--- config.mk ---
export PLATFORM = sky130hd
export DESIGN_NAME = gpio_wbmaster
export DESIGN_NICKNAME = d
export VERILOG_FILES = /design/src/rtl/gpio_wb_pkg.sv /design/src/rtl/gpio_wbmaster.sv
export SDC_FILE = /design/constraint.sdc
export NUM_CORES = 1
export LEC_CHECK = 0
export ABC_AREA = 0
export CORE_ASPECT_RATIO = 0.5
export CORE_MARGIN = 3
export CORE_UTILIZATION = 45
export DETAILED_ROUTE_END_ITERATION = 8
export GPL_TIMING_DRIVEN = 0
export MAX_ROUTING_LAYER = met4
export PLACE_DENSITY = 0.83
export SYNTH_ARGS = -nofsm -noshare
export SYNTH_HDL_FRONTEND = slang
export SYNTH_SLANG_ARGS = --single-unit
--- constraint.sdc ---
create_clock -name i_clk -period 7.1 [get_ports i_clk]
set_input_delay 0.71 -clock i_clk [delete_from_list [all_inputs] [get_ports i_clk]]
set_output_delay 0.71 -clock i_clk [all_outputs]
set_load 0.02 [all_outputs]
--- src/rtl/gpio_wb_pkg.sv ---
// Shared definitions for the GPIO Wishbone initiator: FSM states, register field
// offsets and the set/clear word packing used by the GPIO peripheral.
package gpio_wb_pkg;

    localparam int unsigned IN_LSB  = 16;
    localparam int unsigned OUT_LSB = 0;

    typedef enum logic [2:0] {
        IDLE,
        WR_REQ,
        WR_ACK,
        RD_REQ,
        RD_ACK
    } state_t;

    // Upper half selects the bits to change, lower half carries their new values.
    function automatic logic [31:0] pack_cmd(input logic [15:0] mask, input logic [15:0] value);
        return {mask, mask & value};
    endfunction

endpackage

--- src/rtl/gpio_wbmaster.sv ---
// Wishbone pipelined initiator for a set/clear GPIO register: turns a command stream
// into masked writes and services the peripheral's change interrupt with read-backs.
module gpio_wbmaster
    import gpio_wb_pkg::*;
#(
    parameter int unsigned NIN     = 16,
    parameter int unsigned NOUT    = 16,
    parameter int unsigned AW      = 30,
    parameter int unsigned ADDR    = 0,
    parameter int unsigned TIMEOUT = 255
) (
    input  logic            i_clk,
    input  logic            i_reset,
    input  logic            i_cmd_valid,
    output logic            o_cmd_ready,
    input  logic [NOUT-1:0] i_cmd_mask,
    input  logic [NOUT-1:0] i_cmd_value,
    input  logic            i_int,
    output logic            o_wb_cyc,
    output logic            o_wb_stb,
    output logic            o_wb_we,
    output logic [AW-1:0]   o_wb_addr,
    output logic [31:0]     o_wb_data,
    input  logic            i_wb_stall,
    input  logic            i_wb_ack,
    input  logic            i_wb_err,
    input  logic [31:0]     i_wb_data,
    output logic            o_in_valid,
    output logic [NIN-1:0]  o_in_data,
    output logic [NOUT-1:0] o_out_data,
    output logic            o_err
);

    localparam int unsigned CW = $clog2(TIMEOUT + 1);

    state_t        state;
    logic          pend;
    logic [CW-1:0] cnt;

    logic in_ack;
    logic cmd_fire;
    logic bus_err;
    logic timed_out;
    logic abort;
    logic ack_done;
    logic rd_fail;
    logic rd_accept;
    logic pend_nxt;

    assign o_wb_addr = AW'(ADDR);

    // Transaction termination and pending-read bookkeeping; a set always beats a clear.
    always_comb begin
        in_ack    = (state == WR_ACK) || (state == RD_ACK);
        cmd_fire  = i_cmd_valid && o_cmd_ready;
        bus_err   = i_wb_err && o_wb_cyc;
        timed_out = in_ack && !i_wb_ack && (cnt == CW'(TIMEOUT - 1));
        abort     = bus_err || timed_out;
        ack_done  = in_ack && i_wb_ack && !abort;
        rd_fail   = abort && ((state == RD_REQ) || (state == RD_ACK));
        rd_accept = (state == RD_REQ) && !i_wb_stall;
        pend_nxt  = pend;
        if (rd_accept)
            pend_nxt = 1'b0;
        if (i_int || rd_fail)
            pend_nxt = 1'b1;
    end

    always_ff @(posedge i_clk or posedge i_reset) begin
        if (i_reset) begin
            state       <= IDLE;
            pend        <= 1'b1;
            cnt         <= '0;
            o_cmd_ready <= 1'b0;
            o_wb_cyc    <= 1'b0;
            o_wb_stb    <= 1'b0;
            o_wb_we     <= 1'b0;
            o_wb_data   <= '0;
            o_in_valid  <= 1'b0;
            o_in_data   <= '0;
            o_out_data  <= '0;
            o_err       <= 1'b0;
        end else begin
            pend       <= pend_nxt;
            o_in_valid <= 1'b0;
            o_err      <= 1'b0;
            if (abort || ack_done) begin
                // Every transaction ends here, leaving cyc low for at least one cycle.
                state       <= IDLE;
                o_wb_cyc    <= 1'b0;
                o_wb_stb    <= 1'b0;
                o_wb_we     <= 1'b0;
                o_cmd_ready <= !pend_nxt;
                o_err       <= abort;
                if (ack_done && (state == RD_ACK)) begin
                    o_in_valid <= 1'b1;
                    o_in_data  <= i_wb_data[IN_LSB +: NIN];
                    o_out_data <= i_wb_data[OUT_LSB +: NOUT];
                end
            end else begin
                unique case (state)
                    IDLE: begin
                        cnt <= '0;
                        if (pend) begin
                            state       <= RD_REQ;
                            o_wb_cyc    <= 1'b1;
                            o_wb_stb    <= 1'b1;
                            o_wb_we     <= 1'b0;
                            o_cmd_ready <= 1'b0;
                        end else if (cmd_fire) begin
                            state       <= WR_REQ;
                            o_wb_cyc    <= 1'b1;
                            o_wb_stb    <= 1'b1;
                            o_wb_we     <= 1'b1;
                            o_wb_data   <= pack_cmd(16'(i_cmd_mask), 16'(i_cmd_value));
                            o_cmd_ready <= 1'b0;
                        end else begin
                            o_cmd_ready <= !pend_nxt;
                        end
                    end
                    WR_REQ, RD_REQ: begin
                        if (!i_wb_stall) begin
                            state    <= (state == WR_REQ) ? WR_ACK : RD_ACK;
                            o_wb_stb <= 1'b0;
                            cnt      <= '0;
                        end
                    end
                    WR_ACK, RD_ACK: begin
                        cnt <= cnt + CW'(1);
                    end
                    default: state <= IDLE;
                endcase
            end
        end
    end

endmodule
==> flow_metrics.env, run 1 <==
export IMPL_crit_top_cell="nand2_1"
export IMPL_ant_nets=0
export IMPL_ys_warn_count=0
export IMPL_overflow=0
export IMPL_syn_cell_area_um2=3810
export IMPL_cts_made_buffers=9
export IMPL_cts_path_max_buffers=2
export IMPL_synthFlopType="dfrtp_1"
export IMPL_via_count=3102
export IMPL_grt_pass1_wl_mm=15.6
export IMPL_critPathBufInv=3
export IMPL_slew_violations=0
export IMPL_synth_area_leaders="dfrtp_1, mux2_4, nand2_1, buf_4, nand3_1"
export IMPL_wl_per_cell_um=15.2
export IMPL_post_synth_top_area_cell="dfrtp_1"
export IMPL_path_cells="clkdlybuf4s50_1, nand2_1, clkbuf_1, nand4_1, clkbuf_1, nand2_1, nand2_1"
export IMPL_post_route_cells_drive_above_1_share=0.186
export IMPL_cp_slowest_stage_delay_ps=400
export IMPL_clockRootBuffer="clkbuf_16"
export IMPL_p_total_mw=1.87
export IMPL_die_x_um=136
export IMPL_multi_input_comb_area_um2=1540
export IMPL_drt_iter0_drc=150
export IMPL_grt_busiest_layer="met2"
export IMPL_fin_ws_ps=4900
export IMPL_drt_pass1_iter_count=4
export IMPL_crit_cells=7
export IMPL_clk_pin_slew_worst_paths_ps=60
export IMPL_cts_resized=0
export IMPL_cts_max_level=3
export IMPL_cts_tree="yes"
export IMPL_fp_dieH_um=71.1
export IMPL_fmax_mhz=454
export IMPL_final_fill_count=566
export IMPL_grt_setup_unrepaired="false"
export IMPL_seqCellArea_um2=2050
export IMPL_std_cell_rows=23
export IMPL_rr_startpoint="o_wb_cyc$_DFFE_PP0P_"
export IMPL_fin_setup_tns_ps=0
export IMPL_cts_hold_buf=0
export IMPL_setup_worst_path_end_class="flop"
export IMPL_clk_latency_ps=340
export IMPL_via_per_inst=4.82
export IMPL_drv_cap=0
export IMPL_ir_drop_mv=0.187
export IMPL_finalSetupViolations=0
export IMPL_cp_start_kind="primary input"
export IMPL_synth_avg_cell_area_um2=11.0
export IMPL_nNetsFinal=600
export IMPL_dp_hpwl_mm=7.15
export IMPL_finClkSkew_ps=5.16
export IMPL_grtUsageMet1=0.250
export IMPL_crit_start="i_wb_err"
export IMPL_r2r_end="o_wb_data[8]$_DFFE_PP0P_"
export IMPL_clock_sinks=82
export IMPL_routabilityCongestion=0.836
export IMPL_fin_crit_sh=0.310
export IMPL_hold_viol_final=0
export IMPL_post_cts_buffers=0
export IMPL_ys_ff_latch=82
export IMPL_synth_cells=346
export IMPL_crit_arrival_ps=2430
export IMPL_cp_data_required_time_ps=7330
export IMPL_status="finished, final reports clean"
export IMPL_r2r_slack_ps=5280
export IMPL_pre_cts_slack_ps=4570
export IMPL_synth_edff_count=0
export IMPL_ff2ff_path_depth=6
export IMPL_syn_to_final_growth_pct=53.0
export IMPL_port_buffers=140
export IMPL_power_leakage_nw=2.89
export IMPL_async_flop_share=1.00
export IMPL_io_pins=171
export IMPL_grt_antenna_before_repair=0
export IMPL_crit_end="o_wb_data[8]$_DFFE_PP0P_"
export IMPL_met3_usage=0.0646
export IMPL_min_period_ps=2200
export IMPL_yosysUniqueCellTypes=47
export IMPL_routed_wl_mm=9.76
export IMPL_grt_max_degree=48
export IMPL_crit_fanout=10
export IMPL_grt_pass1_vias=3067
export IMPL_coreArea_um2=8120
export IMPL_p_per_area_nw_per_um2=320
export IMPL_grtUsageTotal=0.215
export IMPL_slowest_stage="clkdlybuf4s50_1"
export IMPL_path_class="primary input to flop"
export IMPL_crit_family="buffers and inverters"
export IMPL_hp_class="flop to flop"
export IMPL_antenna_cells=0
export IMPL_die_area_um2=9690
export IMPL_yosysSeqAreaShare=0.538
export IMPL_post_route_drc_count=0
export IMPL_synth_top_cell_area_share=0.531
export IMPL_grtUsageMet2=0.363
export IMPL_initial_utilization=0.470
[kinds of logic (layout without fill, tap and decap cells)]
family	Yosys count	after routing	synth area share
xor gates and xnor gates	2	2	0.00459
buffers and inverters	49	206	0.0863
AOI/OAI and AO/OA	35	35	0.0646
muxes	33	33	0.126
other	1	30	0.000983
DFF	82	82	0.538
adders and majority gates	2	2	0.00656
and+or+nand+nor	142	142	0.173
[metal layers]
metal,share of wire,vias up
li1,-,1481
met1,0.41,1482
met2,0.50,121
met3,0.067,18
met4,0.022,0
met5,0,-
[worst register-to-register path, cell delays in order (launching register included)]
cell      delay, ps
dfrtp_1         390
nand2_1          80
clkbuf_1        360
nand4_1         340
clkbuf_1        340
nand2_1         150
nand2_1          50
[cells in the mapped netlist, drive strengths merged, types with 3 or more instances]
master  count
buf        41
o22a        5
nor2b       3
mux2       32
a21oi       8
nor3        4
nand3      22
nand2      90
clkbuf      4
dfrtp      81
nor2        4
inv         4
nor3b       3
o21ai      10
[layout by cell type (no fill, tap or decap), drive strengths merged, types with 4 or more instances in the layout]
cell type	count
clkbuf	13
mux2	32
buf	42
inv	4
a21oi	8
nand2	90
o21ai	10
o22a	5
nor2	4
nor3	4
nand3	22
clkdlybuf4s50	140
dfrtp	81
conb	30
[power breakdown]
part | switching [mW] | total (mW) | internal, mW
sequential | 0.0685 | 0.645 | 0.577
clock | 0.186 | 0.529 | 0.343
combinational | 0.339 | 0.697 | 0.357
[how the worst min path moves through the flow]
stage / cells after the start / start / to
final: 2 / o_wb_data[2]$_DFFE_PP0P_ / o_wb_data[2]$_DFFE_PP0P_
after floorplan: 1 / cnt[6]$_DFFE_PP0P_ / cnt[6]$_DFFE_PP0P_
after global routing: 2 / o_wb_data[2]$_DFFE_PP0P_ / o_wb_data[2]$_DFFE_PP0P_
after CTS: 2 / o_wb_data[3]$_DFFE_PP0P_ / o_wb_data[3]$_DFFE_PP0P_
after detailed placement: 2 / o_wb_data[3]$_DFFE_PP0P_ / o_wb_data[3]$_DFFE_PP0P_
after global placement: 2 / o_wb_data[8]$_DFFE_PP0P_ / o_wb_data[8]$_DFFE_PP0P_
[final cells by class]
cell class,instances,share of cell area
well taps,112,0.0240
clock buffers,9,0.0386
flip-flops and latches,82,0.352
multi-input cells,244,0.264
clock inverters,7,0.0201
inverters,4,0.00300
repair buffers,141,0.245
plain buffers,45,0.0538
[sequential cells by signal (all words and copies together) (netlist names), 3 cells and up]
name	cells
o_wb_data	32
o_in_data	16
o_out_data	16
cnt	8
state	3
[through the flow]
step                hold slack, ps  cell area, um2  cells   util
floorplan                      489            3920    375      -
global placement               449            5470    627  0.673
detailed placement             455            5500    628  0.677
CTS                            467            5840    644  0.719
global route                   493            5840    644  0.719
finish                         465            5840    644  0.719
(Power assumes the default switching activity.)
==> inputs of run 2 (changes only) <==
--- a/config.mk
+++ b/config.mk
@@ -8,11 +8,11 @@
 export ABC_AREA = 0
 export CORE_ASPECT_RATIO = 0.5
 export CORE_MARGIN = 3
-export CORE_UTILIZATION = 45
+export CORE_UTILIZATION = 38
 export DETAILED_ROUTE_END_ITERATION = 8
 export GPL_TIMING_DRIVEN = 0
 export MAX_ROUTING_LAYER = met4
-export PLACE_DENSITY = 0.83
+export PLACE_DENSITY = 0.74
 export SYNTH_ARGS = -nofsm -noshare
 export SYNTH_HDL_FRONTEND = slang
 export SYNTH_SLANG_ARGS = --single-unit
==> constraint.sdc (replaced) <==
create_clock -name i_clk -period 2 [get_ports i_clk]
set_input_delay 0.2 -clock i_clk [delete_from_list [all_inputs] [get_ports i_clk]]
set_output_delay 0.2 -clock i_clk [all_outputs]
set_load 0.02 [all_outputs]
==> run 2 against run 1 <==
  * Sequential power grew to 3.6 times the previous value
  * Clock skew rose by 0.62 ps
  * Combinational power grew to 3.5 times the previous value
  * Hold slack worse by 200 ps
  * Critical path depth decreased by 1
  * Worst setup slack got worse by 4700 ps
  * Die area up 17%
  * Critical path type is now flop to flop
  * Largest power group unchanged
==> flow_metrics.env, run 2 (synthesized netlist as in run 1, its figures left out) <==
export IMPL_status="finished, final reports clean"
export IMPL_clk_latency_ps=330
export IMPL_critPathBufInv=1
export IMPL_r2r_end="cnt[7]$_DFFE_PP0P_"
export IMPL_r2r_slack_ps=180
export IMPL_cp_slowest_stage_delay_ps=460
export IMPL_cp_start_kind="flop"
export IMPL_fin_crit_sh=0.910
export IMPL_cts_hold_buf=0
export IMPL_hp_class="primary input to asynchronous set/reset pin"
export IMPL_die_area_um2=11400
export IMPL_fmax_mhz=550
export IMPL_finClkSkew_ps=5.78
export IMPL_p_per_area_nw_per_um2=1090
export IMPL_port_buffers=140
export IMPL_grt_pass1_wl_mm=15.8
export IMPL_finalSetupViolations=0
export IMPL_grtUsageMet1=0.221
export IMPL_drv_cap=0
export IMPL_detailed_place_area_um2=5540
export IMPL_grt_antenna_before_repair=0
export IMPL_hold_ws_ps=268
export IMPL_cts_made_buffers=9
export IMPL_crit_cells=6
export IMPL_drt_iter0_drc=86
export IMPL_grtUsageTotal=0.180
export IMPL_min_period_ps=1820
export IMPL_crit_end="cnt[7]$_DFFE_PP0P_"
export IMPL_dp_hpwl_mm=7.47
export IMPL_cp_data_required_time_ps=2220
export IMPL_slew_headroom=0.643
export IMPL_post_route_drc_count=0
export IMPL_ant_nets=0
export IMPL_layout_commonest_cell="clkdlybuf4s50_1"
export IMPL_hold_viol_final=0
export IMPL_layout_common_cells="clkdlybuf4s50_1, nand2_1, dfrtp_1, buf_4, conb_1"
export IMPL_crit_arrival_ps=2040
export IMPL_clk_pin_slew_worst_paths_ps=60
export IMPL_nNetsFinal=601
export IMPL_io_pins=171
export IMPL_top_regs="o_wb_data x32, o_in_data x16, o_out_data x16"
export IMPL_syn_to_final_growth_pct=52.7
export IMPL_post_route_cells_drive_above_1_share=0.188
export IMPL_rr_startpoint="cnt[0]$_DFFE_PP0P_"
export IMPL_die_x_um=148
export IMPL_fp_dieH_um=76.9
export IMPL_wl_per_cell_um=14.6
export IMPL_clock_sinks=82
export IMPL_slew_violations=0
export IMPL_grt_max_degree=32
export IMPL_clockRootBuffer="clkbuf_16"
export IMPL_ir_drop_mv=0.477
export IMPL_max_slew_worst_pin_slew_ps=534
export IMPL_design_area_um2=5830
export IMPL_path_cells="inv_1, ha_1, and3b_1, a31o_2, a21o_1, o22a_1"
export IMPL_routabilityCongestion=0.809
export IMPL_met3_usage=0.0401
export IMPL_grt_busiest_layer="met2"
export IMPL_via_per_inst=4.56
export IMPL_grtUsageMet2=0.295
export IMPL_ff2ff_path_depth=6
export IMPL_std_cell_rows=25
export IMPL_antenna_cells=0
export IMPL_post_cts_buffers=0
export IMPL_coreArea_um2=9600
export IMPL_crit_fanout=8
export IMPL_drt_pass1_iter_count=4
export IMPL_setup_worst_path_end_class="flop"
export IMPL_fin_setup_tns_ps=0
export IMPL_routed_wl_mm=9.74
export IMPL_path_class="flop to flop"
export IMPL_grt_pass1_vias=3011
export IMPL_power_leakage_nw=2.88
export IMPL_overflow=0
export IMPL_regMostFlops="o_wb_data"
export IMPL_largest_reg_flops=32
export IMPL_cts_tree="yes"
export IMPL_slowest_stage="dfrtp_1"
export IMPL_initial_utilization=0.397
export IMPL_via_count=3045
export IMPL_cts_path_max_buffers=2
export IMPL_crit_start="cnt[0]$_DFFE_PP0P_"
export IMPL_cts_max_level=3
export IMPL_crit_family="compound AO/OA/AOI/OAI gates"
export IMPL_grt_setup_unrepaired="false"
[run 2: changes by cell type in the layout (fill, tap and decap cells not counted), sizes merged]
| cell | before | now |
|---|---|---|
| inv | 4 | 3 |
| bufinv | 3 | 1 |
| clkinv | 1 | 4 |
| clkinvlp | 3 | 2 |
| buf | 42 | 43 |
| clkbuf | 13 | 14 |
[run 2: worst min path at each step]
stage,from,endpoint,slack (ps),cells past startpoint
6_report,i_reset,o_out_data[1]$_DFFE_PP0P_,270,2
3_3_place_gp,o_wb_data[2]$_DFFE_PP0P_,o_wb_data[2]$_DFFE_PP0P_,450,2
2_1_floorplan,i_cmd_mask[0],o_wb_data[16]$_DFFE_PP0P_,310,2
4_1_cts,i_reset,o_out_data[1]$_DFFE_PP0P_,280,2
3_5_place_dp,o_wb_data[5]$_DFFE_PP0P_,o_wb_data[5]$_DFFE_PP0P_,450,2
5_1_grt,i_reset,o_out_data[2]$_DFFE_PP0P_,300,2
[run 2: layout make-up]
type                            count  area, um2
Buffer                             45        315
Clock buffer                       10        229
Multi-Input combinational cell    244       1540
Inverter                            4       18.8
Clock inverter                      6       57.6
Timing Repair Buffer              142       1440
Sequential cell                    82       2050
Tap cell                          135        169
Fill cell                         786       3780
[run 2: per-layer routing]
layer	up-vias	share of wire
li1	1478	-
met3	16	0.051
met1	1453	0.43
met2	98	0.50
met5	-	0
met4	0	0.021
[run 2: timing repair]
action | in CTS | in global routing
setup endpoints to repair | 0 | 21
endpoints found under the hold margin | 0 | 0
resized for setup | 0 | 2
[run 2: per-stage QoR]
step	power [mW]	setup WS [ps]	util	std cells
final	6.37	180	0.607	668
after CTS	6.44	152	0.607	668
after detailed placement	4.79	-99.6	0.577	652
after global placement	4.72	-132	0.573	650
after floorplan	3.70	384	-	375
after global routing	6.70	73.8	0.607	668
[run 2: where the power goes]
group / internal [mW] / total [mW] / switching (mW)
registers: 2.05 / 2.29 / 0.241
logic: 1.27 / 2.47 / 1.20
clock network: 0.958 / 1.61 / 0.652
==> inputs of run 3 (changes only) <==
--- a/config.mk
+++ b/config.mk
@@ -8,11 +8,13 @@
 export ABC_AREA = 0
 export CORE_ASPECT_RATIO = 0.5
 export CORE_MARGIN = 3
-export CORE_UTILIZATION = 38
+export CORE_UTILIZATION = 39
+export CTS_BUF_LIST = sky130_fd_sc_hd__clkbuf_8
 export DETAILED_ROUTE_END_ITERATION = 8
 export GPL_TIMING_DRIVEN = 0
+export HOLD_SLACK_MARGIN = 0.05
 export MAX_ROUTING_LAYER = met4
-export PLACE_DENSITY = 0.74
+export PLACE_DENSITY = 0.76
 export SYNTH_ARGS = -nofsm -noshare
 export SYNTH_HDL_FRONTEND = slang
 export SYNTH_SLANG_ARGS = --single-unit
==> run 3 against run 2 <==
  * First-iteration DRC count rose by 73%
  * Worst setup slack improved by 17 ps
  * Wire length fell by 0.82%
  * Fmax rose by 0.93%
  * Register-to-register slack improved by 20 ps
  * Non-clock buffer count did not move
  * Power fell by 6.1%
==> flow_metrics.env, run 3 (synthesized netlist as in run 1, its figures left out) <==
export IMPL_layout_common_cells="clkdlybuf4s50_1, nand2_1, dfrtp_1, buf_4, conb_1"
export IMPL_die_x_um=146
export IMPL_nNetsFinal=601
export IMPL_grt_antenna_before_repair=0
export IMPL_via_per_inst=4.62
export IMPL_finalSetupViolations=0
export IMPL_initial_utilization=0.419
export IMPL_port_buffers=140
export IMPL_clk_pin_slew_worst_paths_ps=80
export IMPL_fp_dieH_um=75.9
export IMPL_fin_ws_ps=197
export IMPL_cts_max_level=3
export IMPL_syn_to_final_growth_pct=50.4
export IMPL_p_per_area_nw_per_um2=1040
export IMPL_routed_wl_mm=9.66
export IMPL_fmax_mhz=555
export IMPL_grt_setup_unrepaired="false"
export IMPL_power_leakage_nw=2.84
export IMPL_ir_drop_mv=0.385
export IMPL_max_slew_worst_pin_slew_ps=561
export IMPL_slew_violations=0
export IMPL_dp_hpwl_mm=7.50
export IMPL_drt_pass1_iter_count=4
export IMPL_grtUsageTotal=0.182
export IMPL_wl_per_cell_um=14.6
export IMPL_overflow=0
export IMPL_routabilityCongestion=0.780
export IMPL_drt_iter0_drc=149
export IMPL_via_count=3066
export IMPL_largest_reg_flops=32
export IMPL_io_pins=171
export IMPL_grt_pass1_wl_mm=15.8
export IMPL_path_class="flop to flop"
export IMPL_path_cells="inv_1, ha_1, and3b_1, a31o_2, a21o_1, o22a_1"
export IMPL_cp_data_required_time_ps=2250
export IMPL_post_route_cells_drive_above_1_share=0.188
export IMPL_pre_cts_slack_ps=-73.8
export IMPL_coreArea_um2=9100
export IMPL_fin_crit_sh=0.901
export IMPL_post_route_drc_count=0
export IMPL_regMostFlops="o_wb_data"
export IMPL_hold_viol_final=0
export IMPL_min_period_ps=1800
export IMPL_setup_worst_path_end_class="flop"
export IMPL_layout_commonest_cell="clkdlybuf4s50_1"
export IMPL_clock_sinks=82
export IMPL_grt_max_degree=35
export IMPL_antenna_cells=0
export IMPL_clk_latency_ps=350
export IMPL_slew_headroom=0.625
export IMPL_r2r_slack_ps=200
export IMPL_cp_slowest_stage_delay_ps=450
export IMPL_critPathBufInv=1
export IMPL_cts_path_max_buffers=2
export IMPL_drv_cap=0
export IMPL_ff2ff_path_depth=6
export IMPL_crit_arrival_ps=2050
export IMPL_status="finished, final reports clean"
export IMPL_grt_pass1_vias=2978
export IMPL_ant_nets=0
export IMPL_crit_family="compound AO/OA/AOI/OAI gates"
export IMPL_clockRootBuffer="clkbuf_8"
export IMPL_cts_tree="yes"
export IMPL_std_cell_rows=24
export IMPL_top_regs="o_wb_data x32, o_in_data x16, o_out_data x16"
export IMPL_cts_made_buffers=9
export IMPL_slowest_stage="dfrtp_1"
export IMPL_cts_hold_buf=0
export IMPL_p_total_mw=5.98
export IMPL_utilization=0.631
export IMPL_cp_start_kind="flop"
export IMPL_finClkSkew_ps=4.59
export IMPL_crit_cells=6
export IMPL_die_area_um2=11100
export IMPL_crit_fanout=8
export IMPL_hp_class="primary input to asynchronous set/reset pin"
==> run 3: changes by cell type in the layout (fill, tap and decap cells not counted) <==
cell | previous run | this run
clkbuf_16 | 9 | 0
clkinvlp_4 | 2 | 3
clkbuf_1 | 4 | 3
inv_1 | 3 | 4
clkbuf_8 | 0 | 11
clkinv_2 | 4 | 1
==> run 3: routing by layer <==
metal / part of all wire / wire length (um) / GRT usage / vias up
li1: - / - / - / 1471
met1: 0.44 / 4290 / 0.227 / 1483
met2: 0.49 / 4710 / 0.296 / 93
met3: 0.046 / 440 / 0.0375 / 19
met4: 0.023 / 221 / 0.0672 / 0
met5: 0 / 0 / - / -
==> run 3: path summary, 6_finish.rpt <==
kind | from | to
setup reg to reg | cnt[0]$_DFFE_PP0P_ | cnt[5]$_DFFE_PP0P_
max in group asynchronous | i_reset | pend$_DFF_PP1_
hold / removal | i_reset | o_in_data[3]$_DFFE_PP0P_
hold reg to reg | o_wb_data[2]$_DFFE_PP0P_ | o_wb_data[2]$_DFFE_PP0P_
min in group i_clk | i_cmd_value[12] | o_wb_data[12]$_DFFE_PP0P_
setup / recovery | cnt[0]$_DFFE_PP0P_ | cnt[5]$_DFFE_PP0P_
==> run 3: through the flow <==
step	hold WS [ps]	cell area, um2	std cells	setup TNS, ps
2_1_floorplan	305	3930	375	0
3_3_place_gp	449	5490	645	-9250
3_5_place_dp	456	5530	647	-1150
4_1_cts	252	5740	663	0
5_1_grt	283	5740	663	0
6_report	253	5740	663	0
==> run 3: timing repair <==
action | CTS | global route
hold endpoints to repair | 0 | 0
buffers inserted | 0 | 0
endpoints found under the setup margin | 0 | 30
gates resized for setup | 0 | 2
==> run 3: layout make-up <==
cell class	instances	area [um2]
fill	750	3360
sequential	82	2050
multi-input combinational	244	1540
timing repair buffer	142	1440
buffer	45	315
tap	130	163
clock buffer	11	151
clock inverter	5	53.8
inverter	4	18.8
==> run 3: report_power, final <==
group          switching [mW]  total, mW  internal [mW]  leakage, nW
clock                   0.595       1.23          0.639        0.103
combinational            1.20       2.47           1.27         1.64
sequential              0.233       2.27           2.04         1.10
